**src/rtl/stream_xor_crypto.sv**
```systemverilog
// stream_xor_crypto: packet-aware XOR stream cipher. Control header words pass
// untouched; data bytes past a per-packet skip offset are XORed with a
// replicated (optionally rotating) key. A small fall-through FIFO on the input
// decouples upstream from downstream backpressure.
module stream_xor_crypto #(
   parameter int DATA_WIDTH      = 64,
   parameter int CTRL_WIDTH      = DATA_WIDTH / 8,
   parameter int KEY_WIDTH       = 32,
   parameter int FIFO_DEPTH_BITS = 2
) (
   input  logic                  clk,
   input  logic                  reset,
   input  logic [DATA_WIDTH-1:0] in_data,
   input  logic [CTRL_WIDTH-1:0] in_ctrl,
   input  logic                  in_wr,
   output logic                  in_rdy,
   output logic [DATA_WIDTH-1:0] out_data,
   output logic [CTRL_WIDTH-1:0] out_ctrl,
   output logic                  out_wr,
   input  logic                  out_rdy,
   input  logic [KEY_WIDTH-1:0]  cfg_key,
   input  logic                  cfg_enable,
   input  logic                  cfg_rotate,
   input  logic [7:0]            cfg_skip_bytes,
   output logic [31:0]           pkt_count
);

   localparam int BYTES      = DATA_WIDTH / 8;
   localparam int KEY_REPS   = DATA_WIDTH / KEY_WIDTH;
   localparam int FIFO_DEPTH = 1 << FIFO_DEPTH_BITS;
   localparam int ENTRY_W    = CTRL_WIDTH + DATA_WIDTH;
   // widx only needs to reach past the largest skip offset, then it saturates
   localparam int WIDX_MAX   = (255 * 8 + DATA_WIDTH - 1) / DATA_WIDTH + 1;
   localparam int WIDX_W     = $clog2(WIDX_MAX + 1);
   localparam int POS_W      = 16;

   typedef logic [FIFO_DEPTH_BITS-1:0] ptr_t;
   typedef logic [FIFO_DEPTH_BITS:0]   cnt_t;
   typedef logic [WIDX_W-1:0]          widx_t;
   typedef logic [POS_W-1:0]           pos_t;

   typedef enum logic {
      CTRL_HDR = 1'b0,
      DATA     = 1'b1
   } state_t;

   // FIFO storage and bookkeeping
   logic [ENTRY_W-1:0] mem_q [FIFO_DEPTH];
   logic [ENTRY_W-1:0] mem_d [FIFO_DEPTH];
   ptr_t               wr_ptr_q, wr_ptr_d;
   ptr_t               rd_ptr_q, rd_ptr_d;
   cnt_t               count_q, count_d;
   logic               fifo_empty, fifo_full, fifo_nearly_full;
   logic               wr_en, pop;
   logic [ENTRY_W-1:0] head;
   logic [DATA_WIDTH-1:0] head_data;
   logic [CTRL_WIDTH-1:0] head_ctrl;

   // Packet state and per-packet latched configuration
   state_t                state_q, state_d;
   widx_t                 widx_q, widx_d;
   logic [KEY_WIDTH-1:0]  wkey_q, wkey_d;
   logic                  en_q, en_d;
   logic                  rot_q, rot_d;
   logic [7:0]            skip_q, skip_d;
   logic [31:0]           pkt_count_q, pkt_count_d;
   logic [DATA_WIDTH-1:0] out_data_q, out_data_d;
   logic [CTRL_WIDTH-1:0] out_ctrl_q, out_ctrl_d;
   logic                  out_wr_q, out_wr_d;

   // Effective settings for the word currently at the FIFO head
   logic                  enable_eff, rotate_eff;
   logic [7:0]            skip_eff;
   logic [KEY_WIDTH-1:0]  key_eff;
   widx_t                 widx_eff;
   logic                  is_data;
   logic [DATA_WIDTH-1:0] mask;
   logic [DATA_WIDTH-1:0] proc_data;
   logic                  any_xor;
   pos_t                  pos;

   assign fifo_empty       = (count_q == '0);
   assign fifo_full        = (count_q == cnt_t'(FIFO_DEPTH));
   assign fifo_nearly_full = (count_q >= cnt_t'(FIFO_DEPTH - 1));
   assign wr_en            = in_wr && !fifo_full;
   assign pop              = !fifo_empty && out_rdy;
   assign head             = mem_q[rd_ptr_q];
   assign head_data        = head[DATA_WIDTH-1:0];
   assign head_ctrl        = head[ENTRY_W-1 -: CTRL_WIDTH];

   assign in_rdy    = !fifo_nearly_full;
   assign out_data  = out_data_q;
   assign out_ctrl  = out_ctrl_q;
   assign out_wr    = out_wr_q;
   assign pkt_count = pkt_count_q;

   // FIFO next-state: write at the tail, pop from the head, track occupancy
   always_comb begin
      mem_d    = mem_q;
      wr_ptr_d = wr_ptr_q;
      rd_ptr_d = rd_ptr_q;
      count_d  = count_q;
      if (wr_en) begin
         mem_d[wr_ptr_q] = {in_ctrl, in_data};
         wr_ptr_d        = wr_ptr_q + ptr_t'(1);
      end
      if (pop) begin
         rd_ptr_d = rd_ptr_q + ptr_t'(1);
      end
      case ({wr_en, pop})
         2'b10:   count_d = count_q + cnt_t'(1);
         2'b01:   count_d = count_q - cnt_t'(1);
         default: count_d = count_q;
      endcase
   end

   // Byte-lane masking of the head word; data word 0 uses live cfg since the latch happens on its pop
   always_comb begin
      pos = '0;
      if (state_q == CTRL_HDR) begin
         enable_eff = cfg_enable;
         rotate_eff = cfg_rotate;
         skip_eff   = cfg_skip_bytes;
         key_eff    = cfg_key;
         widx_eff   = '0;
      end else begin
         enable_eff = en_q;
         rotate_eff = rot_q;
         skip_eff   = skip_q;
         key_eff    = wkey_q;
         widx_eff   = widx_q;
      end
      is_data   = (state_q == DATA) || (head_ctrl == '0);
      mask      = {KEY_REPS{key_eff}};
      proc_data = head_data;
      any_xor   = 1'b0;
      for (int i = 0; i < BYTES; i++) begin
         pos = pos_t'(widx_eff) * pos_t'(BYTES) + pos_t'(i);
         if (is_data && enable_eff && (pos >= pos_t'(skip_eff))) begin
            proc_data[DATA_WIDTH-1-8*i -: 8] = head_data[DATA_WIDTH-1-8*i -: 8] ^ mask[DATA_WIDTH-1-8*i -: 8];
            any_xor = 1'b1;
         end
      end
   end

   // Packet FSM: header/data tracking, config latch, key rotation and output load
   always_comb begin
      state_d     = state_q;
      widx_d      = widx_q;
      wkey_d      = wkey_q;
      en_d        = en_q;
      rot_d       = rot_q;
      skip_d      = skip_q;
      pkt_count_d = pkt_count_q;
      out_data_d  = out_data_q;
      out_ctrl_d  = out_ctrl_q;
      out_wr_d    = pop;
      if (pop) begin
         out_data_d = proc_data;
         out_ctrl_d = head_ctrl;
         if (is_data) begin
            widx_d = (widx_eff == widx_t'(WIDX_MAX)) ? widx_eff : widx_eff + widx_t'(1);
            if (rotate_eff && any_xor) begin
               wkey_d = {key_eff[KEY_WIDTH-2:0], key_eff[KEY_WIDTH-1]};
            end else begin
               wkey_d = key_eff;
            end
         end
         case (state_q)
            CTRL_HDR: begin
               if (head_ctrl == '0) begin
                  state_d = DATA;
                  en_d    = cfg_enable;
                  rot_d   = cfg_rotate;
                  skip_d  = cfg_skip_bytes;
               end
            end
            DATA: begin
               if (head_ctrl != '0) begin
                  state_d     = CTRL_HDR;
                  pkt_count_d = pkt_count_q + 32'd1;
               end
            end
            default: state_d = CTRL_HDR;
         endcase
      end
   end

   // Control and output registers with synchronous reset
   always_ff @(posedge clk) begin
      if (reset) begin
         wr_ptr_q    <= '0;
         rd_ptr_q    <= '0;
         count_q     <= '0;
         state_q     <= CTRL_HDR;
         widx_q      <= '0;
         wkey_q      <= '0;
         en_q        <= 1'b0;
         rot_q       <= 1'b0;
         skip_q      <= '0;
         pkt_count_q <= '0;
         out_data_q  <= '0;
         out_ctrl_q  <= '0;
         out_wr_q    <= 1'b0;
      end else begin
         wr_ptr_q    <= wr_ptr_d;
         rd_ptr_q    <= rd_ptr_d;
         count_q     <= count_d;
         state_q     <= state_d;
         widx_q      <= widx_d;
         wkey_q      <= wkey_d;
         en_q        <= en_d;
         rot_q       <= rot_d;
         skip_q      <= skip_d;
         pkt_count_q <= pkt_count_d;
         out_data_q  <= out_data_d;
         out_ctrl_q  <= out_ctrl_d;
         out_wr_q    <= out_wr_d;
      end
   end

   // FIFO storage array; contents are don't-care once the pointers are reset
   always_ff @(posedge clk) begin
      mem_q <= mem_d;
   end

endmodule

```
**config.mk**
```make
export PLATFORM = sky130hd
export DESIGN_NAME = stream_xor_crypto
export DESIGN_NICKNAME = d
export VERILOG_FILES = /design/src/rtl/stream_xor_crypto.sv
export SDC_FILE = /design/constraint.sdc
export NUM_CORES = 1
export LEC_CHECK = 0
export CAP_MARGIN = 30
export CORE_MARGIN = 2
export CORE_UTILIZATION = 55
export CTS_CLUSTER_SIZE = 16
export DETAILED_ROUTE_END_ITERATION = 10
export PLACE_DENSITY = 0.79
export RECOVER_POWER = 25
export SLEW_MARGIN = 20
export SYNTH_ARGS = -nofsm -noshare
export SYNTH_HDL_FRONTEND = slang
export SYNTH_SLANG_ARGS = --single-unit
export TNS_END_PERCENT = 10
```
**constraint.sdc**
```tcl
create_clock -name clk -period 5.8 [get_ports clk]
set_input_delay 1.16 -clock clk [delete_from_list [all_inputs] [get_ports clk]]
set_output_delay 1.16 -clock clk [all_outputs]
set_load 0.02 [all_outputs]
```
* Word-level counts from Yosys, hierarchy flattened
Index checks and enable logic that the tools add are counted.
Storage, ports and cells: bits in registers 449, bits of input ports 118
Cells by class: add/subtract/negate cells 13, $lt $le $gt $ge 12, equality and inequality tests 4, muxes and demuxes 33, bitwise logic cells 11, reductions and logical operators 24
Operators by type and width (number):
- 288-bit bitwise mux | 1
- 72-bit 2-to-1 mux | 3
- 72-bit binary-select mux with 2-bit select | 1
- 72-bit demux with 2-bit select | 1
- 8-bit 2-to-1 mux | 9
- 10-bit by 8-bit >= comparator with 1-bit output | 7
- 32-bit 2-to-1 mux | 2
- 8-bit bitwise XOR | 8
- 9-bit by 3-bit adder with 10-bit output (second input constant) | 4
- 32-bit by 1-bit adder with 32-bit output (second input constant) | 1
- 9-bit by 2-bit adder with 10-bit output (second input constant) | 2
- 1-bit logical AND | 13
- 1-bit 2-to-1 mux | 12
- 6-bit 2-to-1 mux | 2
- 9-bit by 1-bit adder with 10-bit output (second input constant) | 1
- 9-bit by 8-bit >= comparator with 1-bit output | 1
- 8-bit zero test | 1
- 8-bit nonzero test | 1
- 6-bit by 1-bit adder with 6-bit output (second input constant) | 1
- 6-bit equality test (second input constant) | 1
- 3-bit >= comparator (second input constant) | 2
- 2-bit NOT with 3-bit output | 2
- 3-bit one-hot mux with 2 select lines | 1
- 3-bit AND reduction | 2
- 15 further kinds | 18

* Logic depth before layout (Yosys ltp)
depth in word-level cells 18, mapped depth 15

* Least setup slack after synthesis
OpenSTA, ideal clock, no wires.
path type register to register, from reg state_q, to reg out_data_q[61], in the netlist out_data[61], library setup time 0.091 ns, arrival 4.068 ns, required time 5.709 ns, setup slack 1.641 ns, stages on the path, launching flop included 16, path buffers 7, cell sequence dfxtp_1 > buf_2 > buf_2 > clkbuf_1 > clkbuf_1 > clkbuf_1 > mux2i_1 > ha_1 > nor4b_1 > a41oi_2 > nor4b_1 > buf_2 > a211oi_1 > clkbuf_1 > or4_1 > a311oi_1
Between the ends: word-level cells in the longest chain between the ends 4
Ends and longest elaborated chain:
- start: declaration | RTL line 60 | state_t state_q, state_d;
- start signal: assignment | RTL line 209 | state_q <= state_d;
- 6-bit 2-to-1 mux (tied with other cells) | RTL line 120 | if (state_q == CTRL_HDR) begin
- 9-bit by 8-bit >= comparator with 1-bit output or 1-bit logical AND (tied branches) | RTL line 139 | if (is_data && enable_eff && (pos >= pos_t'(skip_eff))) begin
- 1-bit logical AND | RTL line 139
- 8-bit 2-to-1 mux * | RTL line 139
- end signal: assignment | RTL line 216 | out_data_q <= out_data_d;
- end: declaration | RTL line 67 | logic [DATA_WIDTH-1:0] out_data_q, out_data_d;
Mark *: on every way between the ends. The rest lies on a longest branch, timed or not. A chain may end at the register's enable or synchronous reset.

* Worst setup path in the final report
from reg rd_ptr_q[0], to reg wkey_q[22]
Between the ends: word-level cells in the longest chain between the ends 18
Ends and longest elaborated chain:
- start: declaration | RTL line 51 | ptr_t rd_ptr_q, rd_ptr_d;
- start signal: assignment | RTL line 207 | rd_ptr_q <= rd_ptr_d;
- 2-bit NOT with 3-bit output (not written as such) * | RTL line 87 | assign head = mem_q[rd_ptr_q];
- 72-bit binary-select mux with 2-bit select * | RTL line 87
- 72-bit 2-to-1 mux (not written as such) * (2 in a row) | RTL line 87
- 8-bit zero test * | RTL line 133 | is_data = (state_q == DATA) || (head_ctrl == '0);
- 1-bit logical OR * | RTL line 133
- 1-bit logical AND (2 in a row) | RTL line 139
- 1-bit 2-to-1 mux (8 in a row) | RTL line 139
- 1-bit logical AND | RTL line 163 | if (rotate_eff && any_xor) begin
- 32-bit 2-to-1 mux | RTL line 163
- end signal: assignment | RTL line 211 | wkey_q <= wkey_d;
- end: declaration | RTL line 62 | logic [KEY_WIDTH-1:0] wkey_q, wkey_d;
Mark *: on every way between the ends. The rest lies on a longest branch, timed or not. The select of a mux whose other input is x is not followed.

==> impl_metrics.py <==
metrics = {
    "run_status": {
        "status": "complete, no violations",
    },
    "job": {
        "drv_cap": 0,
    },
    "power_and_ir_drop": {
        "comb_power_share_pct": 24.2,
        "switchingPower_mw": 2.688,
        "p_sw_share_pct": 28.85,
        "power_frac_seq_pct": 44.3,
        "vdd_drop_max_v": 0.0002897,
        "leakagePower_nw": 7.523,
        "clkPwrFrac_pct": 31.4,
        "powerDensity_nw_per_um2": 402.6,
        "internal_power_mw": 6.630,
        "totalPowerFinal_mw": 9.319,
    },
    "yosys": {
        "synth_cell_type_count": 54,
        "synth_area_um2": 18800,
        "ys_ff_latch": 449,
        "ys_warn_count": 0,
        "yosys.area.top_type": "edfxtp_1",
        "synth_top_area_share_pct": 46.01,
        "synth_nets": 1553,
        "synth.avg_cell_area_um2": 13.20,
        "synth_commonest_cells": "edfxtp_1 (288), dfxtp_1 (161), inv_1 (114), nor2_1 (109), clkbuf_1 (76)",
        "ys_top_cells_by_area": "edfxtp_1 (46%), dfxtp_1 (17%), mux4_2 (8.6%), inv_1 (2.3%), nor2_1 (2.2%)",
        "synth_edf_count": 288,
        "yosysSeqAreaShare_pct": 63.16,
        "synth_most_common_cell": "edfxtp_1",
        "synthCells": 1424,
        "async_flop_share_pct": 0,
        "ys_dominant_reg_cell": "edfxtp_1",
    },
    "clock_network": {
        "htreeDepth": 2,
        "cts_resized": 0,
        "postCtsSetupBuffers": 0,
        "tritoncts": "built",
        "cts_made_buffers": 46,
        "root_buffer": "clkbuf_16",
        "cts.sinks": 449,
        "clock_latency_ns": 0.56,
        "cts_hold_buf": 0,
        "clock_path_buffers": 3,
        "clkTransAtPathRegs_ns": 0.06,
    },
    "timing": {
        "timing.final.hold_violations": 0,
        "slew_headroom_pct": 34.06,
        "final_max_slew_viol_count": 0,
        "fmax_ghz": 0.2346,
        "min_period_ns": 4.262,
        "min_period_over_period_pct": 73.49,
        "worst_pin_slew_ns": 0.9891,
        "fin_ws_ns": 1.538,
        "skew_ns": 0.02328,
        "whs_ns": 0.4634,
        "setup_violations": 0,
        "tns_ns": 0,
        "rsz0062_at_grt": "false",
    },
    "detailed_routing": {
        "met1_length_um": 17870,
        "wl_per_cell_um": 21.44,
        "wl_met3_um": 3396,
        "top_layer_used": "met5",
        "drt-pass1-iter-count": 5,
        "drt_iter0_markers": 1216,
        "routed_via_density": 6.040,
        "detail-route-antenna-nets": 0,
        "wl_met2_um": 22630,
        "routed_wl_um": 45580,
        "via_count": 12840,
        "drc": 0,
    },
    "floorplan": {
        "core-area_um2": 33620,
        "io_pins": 224,
        "row_count": 67,
        "initial_core_util_pct": 55.92,
        "die_area_um2": 35670,
        "die_width_um": 188.9,
        "die_h_um": 188.9,
    },
    "layout": {
        "fillers": 2310,
        "syn2layout_area_growth_pct": 23.14,
        "fin_util_pct": 68.85,
        "fin_nets": 1765,
        "layout-drive-gt1-share_pct": 11.77,
        "stdcell_count": 2126,
        "final-seq-area_um2": 11880,
        "fin_area_um2": 23150,
        "multi_input_area_um2": 6165,
    },
    "placement": {
        "detailed_place_hpwl_um": 29960,
        "place_congestion": 0.8612,
        "dp_slack_ns": 1.004,
        "io_buffers": 223,
        "dpl_cell_area_um2": 21570,
        "placedCellCount": 2033,
    },
    "global_routing": {
        "antenna_found_initial": 7,
        "grt_max_degree": 98,
        "grt_first_pass_wirelength_um": 70520,
        "grt-ovfl-total": 0,
        "grt_pass1_vias": 12620,
        "grtUsageTotal_pct": 25.65,
    },
    "min_path": {
        "hp-class": "register to register",
    },
    "critical_path": {
        "worstSetupPathType": "register to register",
        "critPathMaxFanout": 38,
        "startpoint_type": "register",
        "cp-end-kind": "register",
        "arrival_ns": 4.67,
        "required_ns": 6.21,
    },
}
critical path, stage by stage (launching register included):
cell and delay (ns):
dfxtp_4 0.86, mux4_2 0.66, nor4_4 0.58, a32o_1 0.68, buf_4 0.34, o41ai_1 0.16
a22oi_2 0.21, buf_4 0.38, o221ai_1 0.21
flip-flops by register name (all words and copies together), names as in the netlist:
register,flops
wkey_q,32
out_wr,1
count_q,3
pkt_count,32
state_q,1
out_data,64
en_q,1
rot_q,1
out_ctrl,8
widx_q,6
skip_q,8
mem_q,288
rd_ptr_q,2
wr_ptr_q,2
cell type report:
class | instances | share of cell area [%]
diodes | 4 | 0.04325
flip-flops and latches | 449 | 51.33
clock buffers | 61 | 5.617
repair buffers | 257 | 11.16
inverters | 115 | 1.876
multi-input cells | 767 | 26.63
clock inverters | 25 | 0.9244
well taps | 448 | 2.422
worst paths after layout:
path                    start           to  slack [ns]  cells past startpoint
setup reg to reg  rd_ptr_q[0]   wkey_q[22]        1.54                      8
hold / removal    out_ctrl[7]  out_ctrl[7]        0.46                      2
setup / recovery  rd_ptr_q[0]   wkey_q[22]        1.54                      8
hold reg to reg   out_ctrl[7]  out_ctrl[7]        0.46                      2
power by group through the flow:
stage	sequential, mW	combinational, mW	clock, mW
2_1_floorplan	4.29	1.25	0
3_3_place_gp	4.19	2.17	0
3_5_place_dp	4.20	2.26	0
4_1_cts	4.14	2.27	2.96
5_1_grt	4.18	2.43	3.09
6_report	4.13	2.26	2.93
cell usage in the layout (no fill, tap or decap), drive strengths merged, types with 3 or more instances in the layout:
master,n
edfxtp,288
clkdlybuf4s50,168
dfxtp,161
inv,118
nor2,109
nand2,74
mux4,72
clkbuf,61
dlygate4sd3,54
nand3,46
a211oi,46
o21ai,45
xor2,44
buf,35
a311oi,33
a21oi,33
o221ai,32
o311ai,32
or4,29
o31ai,27
xnor2,25
clkinv,19
mux2i,15
nor3,13
nor4,12
ha,10
and2,10
or3,9
nand4,6
nor2b,5
and4,5
diode,4
nand2b,4
a21o,3
nand3b,3
bufinv,3
kinds of logic after synthesis:
| group | share of synthesized area, % |
|---|---|
| compound gates | 10.34 |
| xor+xnor | 3.215 |
| fa+ha+maj | 0.7722 |
| buf+inv | 4.287 |
| flops | 63.16 |
| mux | 9.426 |
| simple gates | 8.800 |
per-layer routing:
metal	up-vias	track usage [%]
met1	6369	33.15
met2	506	43.31
met4	8	9.615
li1	5854	-
met3	103	4.930
met5	-	0
Note: power is estimated with default switching activity, not from simulation.
